### src/rtl/s_mem_arbiter_if.sv
// Requester-side bus of the S-memory arbiter: packed per-requester requests in,
// one-hot grant and tagged read return out.
interface s_mem_arbiter_if #(
    parameter int NUM_REQ = 3,
    parameter int ADDR_W  = 8,
    parameter int DATA_W  = 8
);
    logic [NUM_REQ-1:0]        req;
    logic [NUM_REQ-1:0]        lock;
    logic [NUM_REQ-1:0]        req_wren;
    logic [NUM_REQ*ADDR_W-1:0] req_addr;
    logic [NUM_REQ*DATA_W-1:0] req_data;
    logic [NUM_REQ-1:0]        gnt;
    logic [NUM_REQ-1:0]        rvalid;
    logic [DATA_W-1:0]         rdata;

    modport master (
        output req, lock, req_wren, req_addr, req_data,
        input  gnt, rvalid, rdata
    );

    modport slave (
        input  req, lock, req_wren, req_addr, req_data,
        output gnt, rvalid, rdata
    );
endinterface

### src/rtl/s_mem_arbiter.sv
// Round-robin request/grant arbiter sharing one single-port S-memory between
// several requester FSMs, with lock for atomic swaps and tagged read return.
module s_mem_arbiter #(
    parameter int NUM_REQ    = 3,
    parameter int ADDR_W     = 8,
    parameter int DATA_W     = 8,
    parameter int RD_LATENCY = 1
) (
    input  logic              clk,
    input  logic              reset_n,
    input  logic              stop,
    s_mem_arbiter_if.slave    bus,
    output logic [ADDR_W-1:0] mem_address,
    output logic [DATA_W-1:0] mem_data,
    output logic              mem_wren,
    output logic              mem_rden,
    input  logic [DATA_W-1:0] mem_q
);

    localparam int IDX_W = (NUM_REQ > 1) ? $clog2(NUM_REQ) : 1;

    typedef logic [IDX_W-1:0] idx_t;
    typedef enum logic {IDLE, OWNED} state_t;

    state_t            state_q, state_d;
    idx_t              owner_q, owner_d;
    idx_t              ptr_q, ptr_d;
    logic [IDX_W:0]    pick;
    logic [ADDR_W-1:0] addr_q;
    logic [DATA_W-1:0] data_q;
    logic              tag_valid_q [RD_LATENCY];
    idx_t              tag_idx_q   [RD_LATENCY];

    logic [ADDR_W-1:0] addr_arr [NUM_REQ];
    logic [DATA_W-1:0] data_arr [NUM_REQ];
    logic              access;
    logic              owner_wren;

    for (genvar g = 0; g < NUM_REQ; g++) begin : g_unpack
        assign addr_arr[g] = bus.req_addr[g*ADDR_W +: ADDR_W];
        assign data_arr[g] = bus.req_data[g*DATA_W +: DATA_W];
    end

    function automatic idx_t wrap_inc(input idx_t i);
        return (int'(i) == NUM_REQ - 1) ? '0 : i + idx_t'(1);
    endfunction

    // Returns {found, index} of the first set request at or after start, wrapping.
    function automatic logic [IDX_W:0] rr_pick(input logic [NUM_REQ-1:0] r, input idx_t start);
        logic found;
        idx_t idx;
        found = 1'b0;
        idx   = '0;
        for (int i = 0; i < NUM_REQ; i++) begin
            int j;
            j = int'(start) + i;
            if (j >= NUM_REQ) j = j - NUM_REQ;
            if (!found && r[idx_t'(j)]) begin
                found = 1'b1;
                idx   = idx_t'(j);
            end
        end
        return {found, idx};
    endfunction

    assign access     = (state_q == OWNED) && bus.req[owner_q] && !stop;
    assign owner_wren = bus.req_wren[owner_q];

    // NOTE: every signal written in a combinational block gets a default first,
    // so no path through the case/if tree can leave it unassigned and infer a latch.
    always_comb begin
        state_d = state_q;
        owner_d = owner_q;
        ptr_d   = ptr_q;
        pick    = '0;
        if (!stop) begin
            case (state_q)
                IDLE: begin
                    pick = rr_pick(bus.req, ptr_q);
                    if (pick[IDX_W]) begin
                        state_d = OWNED;
                        owner_d = pick[IDX_W-1:0];
                    end
                end
                OWNED: begin
                    // Unlocked owner: search restarts just past it, so it parks only if alone.
                    if (!bus.lock[owner_q]) begin
                        ptr_d = wrap_inc(owner_q);
                        pick  = rr_pick(bus.req, ptr_d);
                        if (pick[IDX_W]) owner_d = pick[IDX_W-1:0];
                        else             state_d = IDLE;
                    end
                end
                default: state_d = IDLE;
            endcase
        end
    end

    // NOTE: sequential state uses non-blocking assignments so every register
    // samples the pre-edge values, independent of statement order.
    always_ff @(posedge clk or negedge reset_n) begin
        if (!reset_n) begin
            state_q <= IDLE;
            owner_q <= '0;
            ptr_q   <= '0;
            addr_q  <= '0;
            data_q  <= '0;
        end else begin
            state_q <= state_d;
            owner_q <= owner_d;
            ptr_q   <= ptr_d;
            if (access) begin
                addr_q <= addr_arr[owner_q];
                data_q <= data_arr[owner_q];
            end
        end
    end

    // NOTE: the tag pipeline is reset, unlike a data RAM, because a stale valid
    // bit would fire a spurious rvalid after reset.
    always_ff @(posedge clk or negedge reset_n) begin
        if (!reset_n) begin
            for (int i = 0; i < RD_LATENCY; i++) begin
                tag_valid_q[i] <= 1'b0;
                tag_idx_q[i]   <= '0;
            end
        end else begin
            tag_valid_q[0] <= access && !owner_wren;
            tag_idx_q[0]   <= owner_q;
            for (int i = 1; i < RD_LATENCY; i++) begin
                tag_valid_q[i] <= tag_valid_q[i-1];
                tag_idx_q[i]   <= tag_idx_q[i-1];
            end
        end
    end

    always_comb begin
        bus.gnt = '0;
        if (state_q == OWNED) bus.gnt[owner_q] = 1'b1;
        bus.rvalid = '0;
        if (tag_valid_q[RD_LATENCY-1]) bus.rvalid[tag_idx_q[RD_LATENCY-1]] = 1'b1;
    end

    assign bus.rdata   = mem_q;
    assign mem_wren    = access && owner_wren;
    assign mem_rden    = access && !owner_wren;
    assign mem_address = access ? addr_arr[owner_q] : addr_q;
    assign mem_data    = access ? data_arr[owner_q] : data_q;

endmodule

### src/flat_wrapper.sv
// flat-port wrapper written by rule: the top's interface ports become plain ports
module s_mem_arbiter_flat 
#(
    parameter int NUM_REQ    = 3,
    parameter int ADDR_W     = 8,
    parameter int DATA_W     = 8,
    parameter int RD_LATENCY = 1
)
  (clk, reset_n, stop, mem_address, mem_data, mem_wren, mem_rden, mem_q, bus_req, bus_lock, bus_req_wren, bus_req_addr, bus_req_data, bus_gnt, bus_rvalid, bus_rdata);
  s_mem_arbiter_if #(.NUM_REQ(NUM_REQ), .ADDR_W(ADDR_W), .DATA_W(DATA_W)) bus_i ();
  input  logic clk;
  input  logic reset_n;
  input  logic stop;
  output logic [ADDR_W-1:0] mem_address;
  output logic [DATA_W-1:0] mem_data;
  output logic mem_wren;
  output logic mem_rden;
  input  logic [DATA_W-1:0] mem_q;
  input wire logic [$bits(bus_i.req)-1:0] bus_req;
  input wire logic [$bits(bus_i.lock)-1:0] bus_lock;
  input wire logic [$bits(bus_i.req_wren)-1:0] bus_req_wren;
  input wire logic [$bits(bus_i.req_addr)-1:0] bus_req_addr;
  input wire logic [$bits(bus_i.req_data)-1:0] bus_req_data;
  output wire logic [$bits(bus_i.gnt)-1:0] bus_gnt;
  output wire logic [$bits(bus_i.rvalid)-1:0] bus_rvalid;
  output wire logic [$bits(bus_i.rdata)-1:0] bus_rdata;
  assign bus_i.req = bus_req;
  assign bus_i.lock = bus_lock;
  assign bus_i.req_wren = bus_req_wren;
  assign bus_i.req_addr = bus_req_addr;
  assign bus_i.req_data = bus_req_data;
  assign bus_gnt = bus_i.gnt;
  assign bus_rvalid = bus_i.rvalid;
  assign bus_rdata = bus_i.rdata;
  s_mem_arbiter #(.NUM_REQ(NUM_REQ), .ADDR_W(ADDR_W), .DATA_W(DATA_W), .RD_LATENCY(RD_LATENCY)) u_core (.clk(clk), .reset_n(reset_n), .stop(stop), .bus(bus_i), .mem_address(mem_address), .mem_data(mem_data), .mem_wren(mem_wren), .mem_rden(mem_rden), .mem_q(mem_q));
endmodule
### config.mk
export PLATFORM = sky130hd
export DESIGN_NAME = s_mem_arbiter_flat
export DESIGN_NICKNAME = d
export VERILOG_FILES = /design/src/rtl/s_mem_arbiter_if.sv /design/src/rtl/s_mem_arbiter.sv /design/src/flat_wrapper.sv
export SDC_FILE = /design/constraint.sdc
export NUM_CORES = 1
export LEC_CHECK = 0
export BUFFER_PORTS_ARGS = -buffer_cell sky130_fd_sc_hd__buf_2
export CELL_PAD_IN_SITES_DETAIL_PLACEMENT = 1
export CELL_PAD_IN_SITES_GLOBAL_PLACEMENT = 1
export CORE_MARGIN = 2
export CORE_UTILIZATION = 33
export CTS_CLUSTER_SIZE = 16
export DETAILED_ROUTE_END_ITERATION = 8
export GPL_TIMING_DRIVEN = 1
export PLACE_DENSITY_LB_ADDON = 0.1
export SYNTH_ARGS = -nofsm -noshare
export SYNTH_HDL_FRONTEND = slang
export SYNTH_SLANG_ARGS = --single-unit
### constraint.sdc
create_clock -name clk -period 5.71 [get_ports clk]
set_clock_uncertainty 0.15 [all_clocks]
set_input_delay 0.2855 -clock clk [delete_from_list [all_inputs] [get_ports clk]]
set_output_delay 0.2855 -clock clk [all_outputs]
set_load 0.005 [all_outputs]
==> metrics.md, run 1 <==
| Metric | Value |
|---|---|
| Run status | `finished, final reports clean` |
| Initial antenna violation count | `0` |
| Fill cell instance count of the final layout | `643` |
| # port buffers | `83` |
| Sequential area share after synthesis | `0.3453` |
| Placement Cell Area | `0.002126 mm2` |
| Number of enable flip-flop cells after synthesis | `0` |
| Final-report max-slew violation count | `0` |
| Total internal power | `0.0005872 W` |
| Startpoint Class | `flip-flop` |
| Number of DRC violations after detailed routing | `0` |
| Clock tree root buffer cell | `sky130_fd_sc_hd__clkbuf_8` |
| Sum of negative setup slack | `0 ns` |
| Average footprint of a synthesized cell | `8.402 um2` |
| Minimum clock period after layout | `3.358 ns` |
| Placement Rows | `26` |
| TritonCTS buffer count | `3` |
| Relative area change from synthesis to final layout | `25.97%` |
| Slew at the pin closest to its max-slew limit | `1.072 ns` |
| Setup-failing EPs final | `0` |
| Sinks on Clock Net | `24` |
| Total GRT Usage | `0.1713` |
| CTS clock-pin slew for the worst setup and hold paths | `0.09 ns` |
| Via Count | `1,704` |
| Post-DP HPWL | `3.710 mm` |
| Number of nets in the layout | `346` |
| Number of distinct standard cells referenced by the synthesized netlist | `47` |
| Portion of netlist area occupied by mux cells | `0.1237` |
| Number of I/O pins | `100` |
| Worst Setup SP | `u_core.owner_q[1]$_DFFE_PN0P_` |
| Synthesis Warnings | `0` |
| Clock Latency Late Sink | `0.27 ns` |
| Global placement routability congestion | `0.7783` |
| DRC violation total after the first TritonRoute iteration | `40` |
| Arrival time at the worst endpoint | `2.92 ns` |
| Primary flip-flop cell chosen by synthesis mapping | `sky130_fd_sc_hd__dfrtp_1` |
| Via-to-Cell Ratio | `4.953` |
| Die X | `76.60 um` |
| Place WS | `2.598 ns` |
| Class of the most critical hold timing path | `in -> reg` |
| Initial cell density of the core | `0.3405` |
| Reg-to-Reg Start | `u_core.owner_q[1]$_DFFE_PN0P_` |
| Final worst path period share | `0.5881` |
| Clock power frac | `0.114` |
| Number of maximum-capacitance constraint violations | `0` |
| Layout Cell Area excl Fill | `0.002191 mm2` |
| Synth Area in Adders | `0.02158` |
| Antenna cells | `0` |
| Post-DRT Antenna Nets | `0` |
| Peak clock frequency supported by timing | `297.8 MHz` |
| CTS resizes | `0` |
| Global-route wire length before repair | `8.362 mm` |
| Required time at the endpoint of the critical path | `5.27 ns` |
| Overall die area | `0.005867 mm2` |
| RSZ-0062 raised after global routing | `false` |
| Number of search-and-repair iterations in the first detailed-routing pass | `4` |
| Grt ovf | `0` |
| CTS tree | `yes` |
| Core box area | `0.005107 mm2` |
| Tightest hold margin | `0.1581 ns` |
| Number of global-route vias before repair | `1,766` |
| Normalized max-slew margin | `0.2828` |
| Post-Synthesis Cells | `207` |
| Total wire length | `4.862 mm` |
| Largest fanout on the critical path | `34` |
| Worst path setup slack after routing | `2.352 ns` |
| Asr flop ratio synth | `1.000` |
| Classification of the worst setup path | `reg -> out` |
| Mapped cell area | `0.001739 mm2` |
| Average routed wire per standard cell | `14.13 um` |
| Hold violation count in the final report | `0` |
| Net count after synthesis | `278` |
| PD cells | `470.7 mW/mm2` |
| Main combinational cell family by area after synthesis | `compound AO/OA/AOI/OAI gates` |
| Post-Synth XOR/XNOR Area | `0` |
| Maximum number of pins on one net before global-route repair | `35` |
| CP Capture Type | `primary output` |
| Level count of the clock H-tree | `1` |
| Number of buffers between clock root and the deepest sink | `2` |
| Total of flip-flops plus latches after synthesis | `24` |
| Post-Synth Simple-Gate Area | `0.1871` |
| NetSw | `0.0004440 W` |
| Sw Share | `0.4306` |
| Compound-cell area share of the yosys netlist | `0.2302` |
| Part of the power in combinational logic | `0.580` |
| Standby leakage power | `1.054 nW` |
| Power share of the sequential group | `0.306` |
| Layout cell share with drive strength beyond 1 | `0.3431` |
| VDD IR max | `0.1877 mV` |
| Vertical die dimension | `76.60 um` |
| HP Start | `bus_req_wren[2]` |
flip-flops by register name, summed over array words and instances, names as in the netlist:
name	cells
u_core.owner_q	2
u_core.state_q	1
u_core.tag_idx_q	2
u_core.tag_valid_q	1
u_core.ptr_q	2
u_core.addr_q	8
u_core.data_q	8
cell families after synthesis:
kind of cell	after synthesis
fa+ha+maj	3
compound gates	61
buf+inv	29
flops	24
mux	21
simple gates	69
cell usage after synthesis (all sizes together) (2+ instances only):
master / n / area share
dfrtp: 24 / 0.35
ha: 3 / 0.022
clkbuf: 4 / 0.0086
and3b: 2 / 0.010
o21ai: 3 / 0.0086
a211oi: 2 / 0.0086
nand2b: 4 / 0.014
nor3: 3 / 0.012
and2: 2 / 0.0072
nor2b: 5 / 0.018
o22ai: 2 / 0.0072
nor2: 40 / 0.086
buf: 19 / 0.070
a31oi: 2 / 0.0072
o22a: 2 / 0.010
o41ai: 2 / 0.014
a21oi: 34 / 0.098
nand2: 7 / 0.015
o21a: 2 / 0.013
mux2i: 20 / 0.12
inv: 6 / 0.013
stage by stage:
stage                       util  cells  total power [W]
after floorplan                -    207        0.0007404
after global placement    0.4162    339        0.0009167
after detailed placement  0.4162    339        0.0009258
after CTS                 0.4290    344         0.001049
after global routing      0.4290    344         0.001145
final                     0.4290    344         0.001031
path summary, 6_finish.rpt:
check                      slack (ns)                             to  cells past startpoint
min in group asynchronous        0.40  u_core.owner_q[1]$_DFFE_PN0P_                      2
max                              2.35                    mem_data[4]                      6
max reg2reg                      2.96     u_core.data_q[4]$_DFF_PN0_                      4
min                              0.16   u_core.tag_valid_q$_DFF_PN0_                      4
min reg2reg                      0.38    u_core.ptr_q[1]$_DFFE_PN0P_                      2
max in group asynchronous        4.63     u_core.data_q[5]$_DFF_PN0_                      2
metal layers:
metal  track usage  part of all wire  vias to the layer above
li1              -                 -                      856
met1        0.2256              0.45                      788
met2        0.2841              0.47                       56
met3       0.04502             0.074                        4
met4       0.03455            0.0043                        0
met5             0                 0                        -
power by group through the flow:
stage / combinational (W) / sequential [W] / clock (W)
after floorplan: 0.000466 / 0.000274 / 0
after global placement: 0.000599 / 0.000317 / 0
after detailed placement: 0.000604 / 0.000322 / 0
after CTS: 0.000607 / 0.000318 / 0.000124
after global routing: 0.000684 / 0.000329 / 0.000131
final: 0.000598 / 0.000315 / 0.000118
cell usage in the layout (no fill, tap or decap), types with 2 or more instances in the layout:
| cell | n |
|---|---|
| sky130_fd_sc_hd__and2_1 | 2 |
| sky130_fd_sc_hd__nand2_1 | 7 |
| sky130_fd_sc_hd__nor2_1 | 40 |
| sky130_fd_sc_hd__a211oi_1 | 2 |
| sky130_fd_sc_hd__inv_1 | 6 |
| sky130_fd_sc_hd__mux2i_1 | 20 |
| sky130_fd_sc_hd__clkbuf_8 | 4 |
| sky130_fd_sc_hd__o22a_1 | 2 |
| sky130_fd_sc_hd__a31oi_1 | 2 |
| sky130_fd_sc_hd__a21oi_1 | 34 |
| sky130_fd_sc_hd__ha_1 | 3 |
| sky130_fd_sc_hd__nor2b_1 | 5 |
| sky130_fd_sc_hd__buf_4 | 2 |
| sky130_fd_sc_hd__buf_2 | 83 |
| sky130_fd_sc_hd__o21ai_0 | 2 |
| sky130_fd_sc_hd__nor3_1 | 2 |
| sky130_fd_sc_hd__and3b_1 | 2 |
| sky130_fd_sc_hd__o22ai_1 | 2 |
| sky130_fd_sc_hd__dfrtp_1 | 24 |
| sky130_fd_sc_hd__nand2b_1 | 4 |
worst max-delay path: stages (launching register included):
cell and delay, ns:
sky130_fd_sc_hd__dfrtp_1 0.97, sky130_fd_sc_hd__nor2b_1 0.25, sky130_fd_sc_hd__a2bb2oi_1 0.12, sky130_fd_sc_hd__nor3_4 0.83, sky130_fd_sc_hd__nor2_1 0.08, sky130_fd_sc_hd__a21oi_1 0.24, sky130_fd_sc_hd__buf_2 0.16
layout make-up:
type / instances / area (um2) / area share
timing repair buffer: 86 / 440.4 / 0.2010
inverter: 6 / 22.52 / 0.01028
sequential: 24 / 600.6 / 0.2741
clock buffer: 4 / 55.05 / 0.02513
tap: 70 / 87.58 / 0.03998
multi-input combinational: 154 / 984.7 / 0.4495
what timing repair did:
item | 4_1_cts | 5_1_grt
endpoints found under the hold margin | 24 | 0
setup buffers | 0 | 0
hold buffers | 1 | 0
Power figures use the tool's default switching activity.
==> run 2, diff against run 1 <==
Settings changed: CORE_UTILIZATION 33 to 30.
Clock period 5.71 ns to 3.1 ns, I/O delays scaled along.
==> run 2 against run 1 <==
  * Critical path depth increased by 1
  * Clock power increased by 130%
  * Routed wire length grew 1.7%
  * Power increased by 92%
  * Count of clock-buffer cells in the layout is 1 lower
  * Sequential power increased by 69%
  * Largest power group unchanged
  * Non-clock buffer count grew 3
  * Critical path type is now reg -> reg
  * Largest cell class unchanged
  * Via count increased by 2.2%
==> metrics.md, run 2 (synthesized netlist as in run 1, its figures left out) <==
| Metric | Value |
|---|---|
| Total wire length | `4.944 mm (+1.7%)` |
| TritonCTS buffer count | `3 (unchanged)` |
| Post-DP HPWL | `3.856 mm (+3.9%)` |
| Relative area change from synthesis to final layout | `28.35%` |
| Sinks on Clock Net | `24 (unchanged)` |
| Clock tree root buffer cell | `sky130_fd_sc_hd__clkbuf_8` |
| Maximum number of pins on one net before global-route repair | `35 (unchanged)` |
| Startpoint Class | `flip-flop` |
| Clock Latency Late Sink | `0.26 ns (about the same)` |
| Number of global-route vias before repair | `1,734 (-1.8%)` |
| Initial antenna violation count | `0 (unchanged)` |
| Number of I/O pins | `100 (unchanged)` |
| Overall die area | `0.006422 mm2 (+9.5%)` |
| Number of nets in the layout | `349 (+0.87%)` |
| Minimum clock period after layout | `2.459 ns` |
| Arrival time at the worst endpoint | `2.47 ns (-0.45 ns)` |
| Setup repair bufs after CTS | `0 (unchanged)` |
| Final worst path period share | `0.7931` |
| Largest fanout on the critical path | `11 (-68%)` |
| PD cells | `886.8 mW/mm2 (+88%)` |
| Worst path setup slack after routing | `0.6413 ns (-1.711 ns)` |
| Layout Cell Area excl Fill | `0.002232 mm2 (+1.9%)` |
| Largest registers | `u_core.addr_q x8, u_core.data_q x8` |
| Total GRT Usage | `0.1589 (-0.01245)` |
| Die X | `80.14 um (+4.6%)` |
| Hold violation count in the final report | `0 (unchanged)` |
| Number of DRC violations after detailed routing | `0 (unchanged)` |
| Sum of negative setup slack | `0 ns (unchanged)` |
| Global placement routability congestion | `0.8347 (+7.2%)` |
| Placement Cell Area | `0.002151 mm2 (+1.2%)` |
| Antenna cells | `0 (unchanged)` |
| Required time at the endpoint of the critical path | `3.11 ns (-2.16 ns)` |
| Global-route wire length before repair | `8.273 mm (-1.1%)` |
| Most common cell after layout, fill and taps aside | `sky130_fd_sc_hd__buf_2` |
| Number of search-and-repair iterations in the first detailed-routing pass | `4 (unchanged)` |
| Number of buffers between clock root and the deepest sink | `2 (unchanged)` |
| Post-route total power | `0.001979 W (+92%)` |
| Initial cell density of the core | `0.3139 (-0.02661)` |
| RSZ-0062 raised after global routing | `false` |
| Classification of the worst setup path | `reg -> reg` |
| Grt ovf | `0 (unchanged)` |
| Class of the most critical hold timing path | `in -> reg` |
| Placement Rows | `27 (+3.8%)` |
| # port buffers | `83 (unchanged)` |
| Peak clock frequency supported by timing | `406.7 MHz` |
| Number of maximum-capacitance constraint violations | `0 (unchanged)` |
| CTS resizes | `0 (unchanged)` |
| Slew at the pin closest to its max-slew limit | `0.5707 ns (-0.5017 ns)` |
| CTS clock-pin slew for the worst setup and hold paths | `0.09 ns (about the same)` |
| Layout cell share with drive strength beyond 1 | `0.3502 (+0.007115)` |
| Chain of cells forming the critical path | `inv_1, ha_1, and2b_1, o21a_4, o41a_1, a32o_1, mux2_4` |
| Average routed wire per standard cell | `14.17 um (+0.23%)` |
| Level count of the clock H-tree | `1 (unchanged)` |
| Leading cell types in the layout, fill and taps excluded | `sky130_fd_sc_hd__buf_2, sky130_fd_sc_hd__nor2_1, sky130_fd_sc_hd__a21oi_1, sky130_fd_sc_hd__dfrtp_1, sky130_fd_sc_hd__mux2i_1` |
| Setup-failing EPs final | `0 (unchanged)` |
| Via Count | `1,741 (+2.2%)` |
| Place WS | `0.6511 ns (-1.947 ns)` |
| CTS tree | `yes` |
| Standby leakage power | `1.077 nW (+2.1%)` |
| Final-report max-slew violation count | `0 (unchanged)` |
| Core box area | `0.005540 mm2 (+8.5%)` |
| Run status | `finished, final reports clean` |
| Normalized max-slew margin | `0.6196 (+0.3368)` |
| Post-DRT Antenna Nets | `0 (unchanged)` |
| Final core occ | `0.4029 (-0.02607)` |
| Slowest stage delay, CP | `0.42 ns (-0.55 ns)` |
| Vertical die dimension | `80.14 um (+4.6%)` |
| Via-to-Cell Ratio | `4.989 (+0.71%)` |
| Master of the slowest instance on the critical path | `sky130_fd_sc_hd__dfrtp_1` |
| DRC violation total after the first TritonRoute iteration | `84 (+110%)` |
| Fill cell instance count of the final layout | `719 (+12%)` |
| CP Capture Type | `flip-flop` |
| VDD IR max | `0.2645 mV (+41%)` |
## run 2: final timing paths
check,startpoint,slack (ns),endpoint,cells after the start
max,u_core.ptr_q[0]$_DFFE_PN0P_,0.64,u_core.owner_q[0]$_DFFE_PN0P_,7
min,bus_req_wren[2],0.06,u_core.tag_valid_q$_DFF_PN0_,4
max reg2reg,u_core.ptr_q[0]$_DFFE_PN0P_,0.64,u_core.owner_q[0]$_DFFE_PN0P_,7
min reg2reg,u_core.ptr_q[1]$_DFFE_PN0P_,0.38,u_core.ptr_q[1]$_DFFE_PN0P_,2
max in group asynchronous,reset_n,2.15,u_core.addr_q[2]$_DFF_PN0_,2
min in group asynchronous,reset_n,0.27,u_core.ptr_q[1]$_DFFE_PN0P_,2
## run 2: metal layers
layer,GRT usage,vias up,wire [um]
li1,-,862,-
met1,0.2022,820,2167
met2,0.2667,57,2357
met3,0.04270,2,394
met4,0.03898,0,25
met5,0,-,0
## run 2: per-stage QoR
step,hold slack (ns),cells
finish,0.05575,349
global route,0.07778,349
CTS,0.05768,349
detailed placement,0.04074,344
global placement,0.04271,344
floorplan,-0.2906,207
## run 2: layout make-up
type / count / area, um2 / share of cell area
clock inverters: 1 / 30.03 / 0.01345
repair buffers: 89 / 462.9 / 0.2074
well taps: 72 / 90.09 / 0.04036
clock buffers: 3 / 41.29 / 0.01850
multi-input cells: 154 / 984.7 / 0.4411
inverters: 6 / 22.52 / 0.01009
flip-flops and latches: 24 / 600.6 / 0.2691
## run 2: power by group
group          total, W  switching [W]  internal [W]  leakage [nW]
Sequential     0.000531      0.0000743      0.000457         0.277
Clock          0.000276       0.000104      0.000173        0.0357
Combinational   0.00117       0.000645      0.000527         0.764
Total           0.00198       0.000823       0.00116          1.08
## run 2: repair_timing
item | CTS | global route
hold endpoints to repair | 24 | 0
hold buffers | 1 | 0
setup endpoints to repair | 0 | 0
## run 2: critical path, delay by kind of cell (launching register included)
kind	cells	cell delay, ns
compound gates	3	0.82
mux	1	0.25
fa+ha+maj	1	0.38
flops	1	0.42
buf+inv	1	0.07
simple gates	1	0.27
==> run 3, diff against run 2 <==
Settings changed: CORE_UTILIZATION 30 to 27.
Clock period 3.1 ns to 2 ns, I/O delays scaled along.
==> run 3 against run 2 <==
  * The flow now finishes with violations (negative setup slack)
  * Worst hold slack got worse by 0.054 ns
  * Non-clock buffer count increased by 32
  * Final area increased by 29%
  * Sequential share of layout area decreased by 6.0 points
  * Highest routed layer unchanged
==> metrics.md, run 3 (synthesized netlist as in run 1, its figures left out) <==
| Metric | Value |
|---|---|
| NetSw | `0.001776 W (+120%)` |
| Reg2Reg Depth | `6 (-1)` |
| Initial antenna violation count | `0 (unchanged)` |
| Placement Rows | `29 (+7.4%)` |
| Global placement routability congestion | `0.7591 (-9.1%)` |
| Number of global-route vias before repair | `1,975 (+14%)` |
| Initial cell density of the core | `0.2771 (-0.03685)` |
| Number of nets in the layout | `381 (+9.2%)` |
| Class of the most critical hold timing path | `in -> reg` |
| Level count of the clock H-tree | `1 (unchanged)` |
| Required time at the endpoint of the critical path | `2.01 ns (-1.10 ns)` |
| Worst path setup slack after routing | `-0.2104 ns (-0.8517 ns)` |
| Average routed wire per standard cell | `15.74 um (+11%)` |
| Clock Latency Late Sink | `0.27 ns (about the same)` |
| TritonCTS buffer count | `3 (unchanged)` |
| Vertical die dimension | `84.26 um (+5.1%)` |
| Final worst path period share | `1.105 (+0.3121)` |
| Via Count | `1,887 (+8.4%)` |
| Normalized max-slew margin | `0.6222 (+0.002600)` |
| Violated checks | `negative setup slack` |
| Arrival time at the worst endpoint | `2.22 ns (-0.25 ns)` |
| VDD IR max | `0.5176 mV (+96%)` |
| Largest fanout on the critical path | `8 (-3)` |
| Number of buffers between clock root and the deepest sink | `2 (unchanged)` |
| PD cells | `1434 mW/mm2 (+62%)` |
| Slew at the pin closest to its max-slew limit | `0.5668 ns (-0.003900 ns)` |
| CP Capture Type | `flip-flop` |
| Hold violation count in the final report | `0 (unchanged)` |
| Number of search-and-repair iterations in the first detailed-routing pass | `4 (unchanged)` |
| Overall die area | `0.007100 mm2 (+11%)` |
| Largest registers | `u_core.addr_q x8, u_core.data_q x8` |
| Post-DP HPWL | `4.250 mm (+10%)` |
| WHS Endpoint | `u_core.addr_q[0]$_DFF_PN0_` |
| HP Start | `bus_req_addr[16]` |
| Core box area | `0.006277 mm2 (+13%)` |
| Global-route wire length before repair | `9.584 mm (+16%)` |
| Total GRT Usage | `0.1637 (+0.004789)` |
| Total internal power | `0.002364 W (+100%)` |
| Cell depth of the worst min-delay path | `3 (-1)` |
| Total wire length | `6.074 mm (+23%)` |
| Number of maximum-capacitance constraint violations | `0 (unchanged)` |
| Part of the power in combinational logic | `0.719 (+0.127)` |
| Power share of the sequential group | `0.200 (-0.068)` |
| Most common cell after layout, fill and taps aside | `sky130_fd_sc_hd__buf_2` |
| RSZ-0062 raised after global routing | `true` |
| Clock tree root buffer cell | `sky130_fd_sc_hd__clkbuf_8` |
| CTS clock-pin slew for the worst setup and hold paths | `0.09 ns (about the same)` |
| Classification of the worst setup path | `reg -> reg` |
| Maximum number of pins on one net before global-route repair | `25 (-29%)` |
| Standby leakage power | `1.301 nW (+21%)` |
| Startpoint Class | `flip-flop` |
| DRC violation total after the first TritonRoute iteration | `53 (-37%)` |
| Sw Share | `0.4291 (+0.01351)` |
| Grt ovf | `0 (unchanged)` |
| Chain of cells forming the critical path | `ha_4, or2b_1, a21oi_2, o41a_1, a32o_1, mux2_4` |
| CTS tree | `yes` |
| Slowest stage delay, CP | `0.44 ns (+0.02 ns)` |
| Relative area change from synthesis to final layout | `65.97%` |
| Sinks on Clock Net | `24 (unchanged)` |
| Reg-to-Reg Start | `u_core.ptr_q[1]$_DFFE_PN0P_` |
| Fill cell instance count of the final layout | `742 (+3.2%)` |
| Number of DRC violations after detailed routing | `0 (unchanged)` |
| Via-to-Cell Ratio | `4.889 (-2.0%)` |
| Post-DRT Antenna Nets | `0 (unchanged)` |
| Layout cell share with drive strength beyond 1 | `0.5502 (+0.2000)` |
| Run status | `finished with violations` |
| Antenna cells | `0 (unchanged)` |
| Reg2Reg Capture Point | `u_core.owner_q[0]$_DFFE_PN0P_` |
| # port buffers | `83 (unchanged)` |
| Final core occ | `0.4598 (+0.05695)` |
| Post-route total power | `0.004140 W (+110%)` |
| Die X | `84.26 um (+5.1%)` |
| Number of I/O pins | `100 (unchanged)` |
| Setup-failing EPs final | `18 (+18)` |
| Minimum setup slack among reg-to-reg paths | `-0.21 ns (-0.85 ns)` |
| Master of the slowest instance on the critical path | `sky130_fd_sc_hd__dfrtp_1` |
| Peak clock frequency supported by timing | `452.4 MHz (+11%)` |
| Clock power frac | `0.081 (-0.059)` |
| Leading cell types in the layout, fill and taps excluded | `sky130_fd_sc_hd__buf_2, sky130_fd_sc_hd__nor2_1, sky130_fd_sc_hd__buf_4, sky130_fd_sc_hd__dfrtp_1, sky130_fd_sc_hd__mux2i_1` |
| Minimum clock period after layout | `2.210 ns (-0.2483 ns)` |
| Final-report max-slew violation count | `0 (unchanged)` |
-- run 3: changes by cell type in the layout (fill, tap and decap cells not counted), moves of 3 or more --
cell                            delta
sky130_fd_sc_hd__a21oi_4          +14
sky130_fd_sc_hd__buf_6             +4
sky130_fd_sc_hd__buf_4            +19
sky130_fd_sc_hd__ha_1              -3
sky130_fd_sc_hd__dlygate4sd3_1     +6
sky130_fd_sc_hd__a21oi_1          -31
sky130_fd_sc_hd__a21oi_2          +17
sky130_fd_sc_hd__nor2b_1           -3
sky130_fd_sc_hd__ha_4              +3
-- run 3: final cells by class --
| class | count | area (um2) | share of cell area |
|---|---|---|---|
| Clock buffer | 4 | 55.05 | 0.01907 |
| Inverter | 6 | 22.52 | 0.007802 |
| Multi-Input combinational cell | 154 | 1304 | 0.4517 |
| Sequential cell | 24 | 603.1 | 0.2089 |
| Tap cell | 77 | 96.34 | 0.03338 |
| Timing Repair Buffer | 121 | 805.8 | 0.2792 |
-- run 3: power groups by stage --
stage                     Sequential (W)  Clock [W]  Combinational, W
after floorplan                 0.000784          0           0.00140
after global placement          0.000836          0           0.00211
after detailed placement        0.000846          0           0.00212
after CTS                       0.000820   0.000350           0.00268
after global routing            0.000857   0.000367           0.00325
final                           0.000828   0.000333           0.00298
-- run 3: how the worst max path moves through the flow --
stage	startpoint	end	slack, ns	depth (start not counted)
3_3_place_gp	u_core.ptr_q[1]$_DFFE_PN0P_	u_core.owner_q[0]$_DFFE_PN0P_	-0.25	6
3_5_place_dp	u_core.ptr_q[1]$_DFFE_PN0P_	u_core.owner_q[0]$_DFFE_PN0P_	-0.31	7
6_report	u_core.ptr_q[1]$_DFFE_PN0P_	u_core.owner_q[0]$_DFFE_PN0P_	-0.21	6
4_1_cts	u_core.ptr_q[0]$_DFFE_PN0P_	u_core.owner_q[0]$_DFFE_PN0P_	-0.18	7
2_1_floorplan	u_core.ptr_q[0]$_DFFE_PN0P_	u_core.owner_q[0]$_DFFE_PN0P_	-0.18	8
5_1_grt	u_core.ptr_q[1]$_DFFE_PN0P_	u_core.owner_q[1]$_DFFE_PN0P_	-0.27	8
-- run 3: routing by layer --
layer / GRT usage / share of wire / vias to the layer above
li1: - / - / 932
met2: 0.2944 / 0.50 / 60
met3: 0.03147 / 0.055 / 5
met1: 0.2046 / 0.44 / 890
met4: 0.03079 / 0.0064 / 0
met5: 0 / 0 / -
-- run 3: per-stage QoR --
stage | cell area [um2] | instances | TNS (ns) | hold WS (ns) | setup WS (ns)
after global routing | 2887 | 386 | -2.512 | 0.009392 | -0.2682
after global placement | 2297 | 362 | -0.5184 | -0.02695 | -0.2472
after detailed placement | 2297 | 362 | -0.6609 | -0.02523 | -0.3112
final | 2887 | 386 | -0.7539 | 0.001521 | -0.2104
after CTS | 2696 | 383 | -0.3612 | 0.001503 | -0.1783
after floorplan | 1769 | 207 | -0.2246 | -0.3456 | -0.1826
-- run 3: repair_timing --
| item | CTS | global route |
|---|---|---|
| hold buffers | 6 | 1 |
| buffers inserted | 9 | 1 |
| pin swaps | 5 | 6 |
| endpoints found under the setup margin | 21 | 21 |
| gates cloned | 2 | 1 |
| endpoints found under the hold margin | 29 | 1 |
| gates resized for setup | 40 | 29 |
-- run 3: critical path, delay by kind of cell (launching register included) --
family | cells | cell delay, ns
adders and majority gates | 1 | 0.35
and+or+nand+nor | 1 | 0.15
DFF | 1 | 0.44
AOI/OAI and AO/OA | 3 | 0.76
muxes | 1 | 0.25
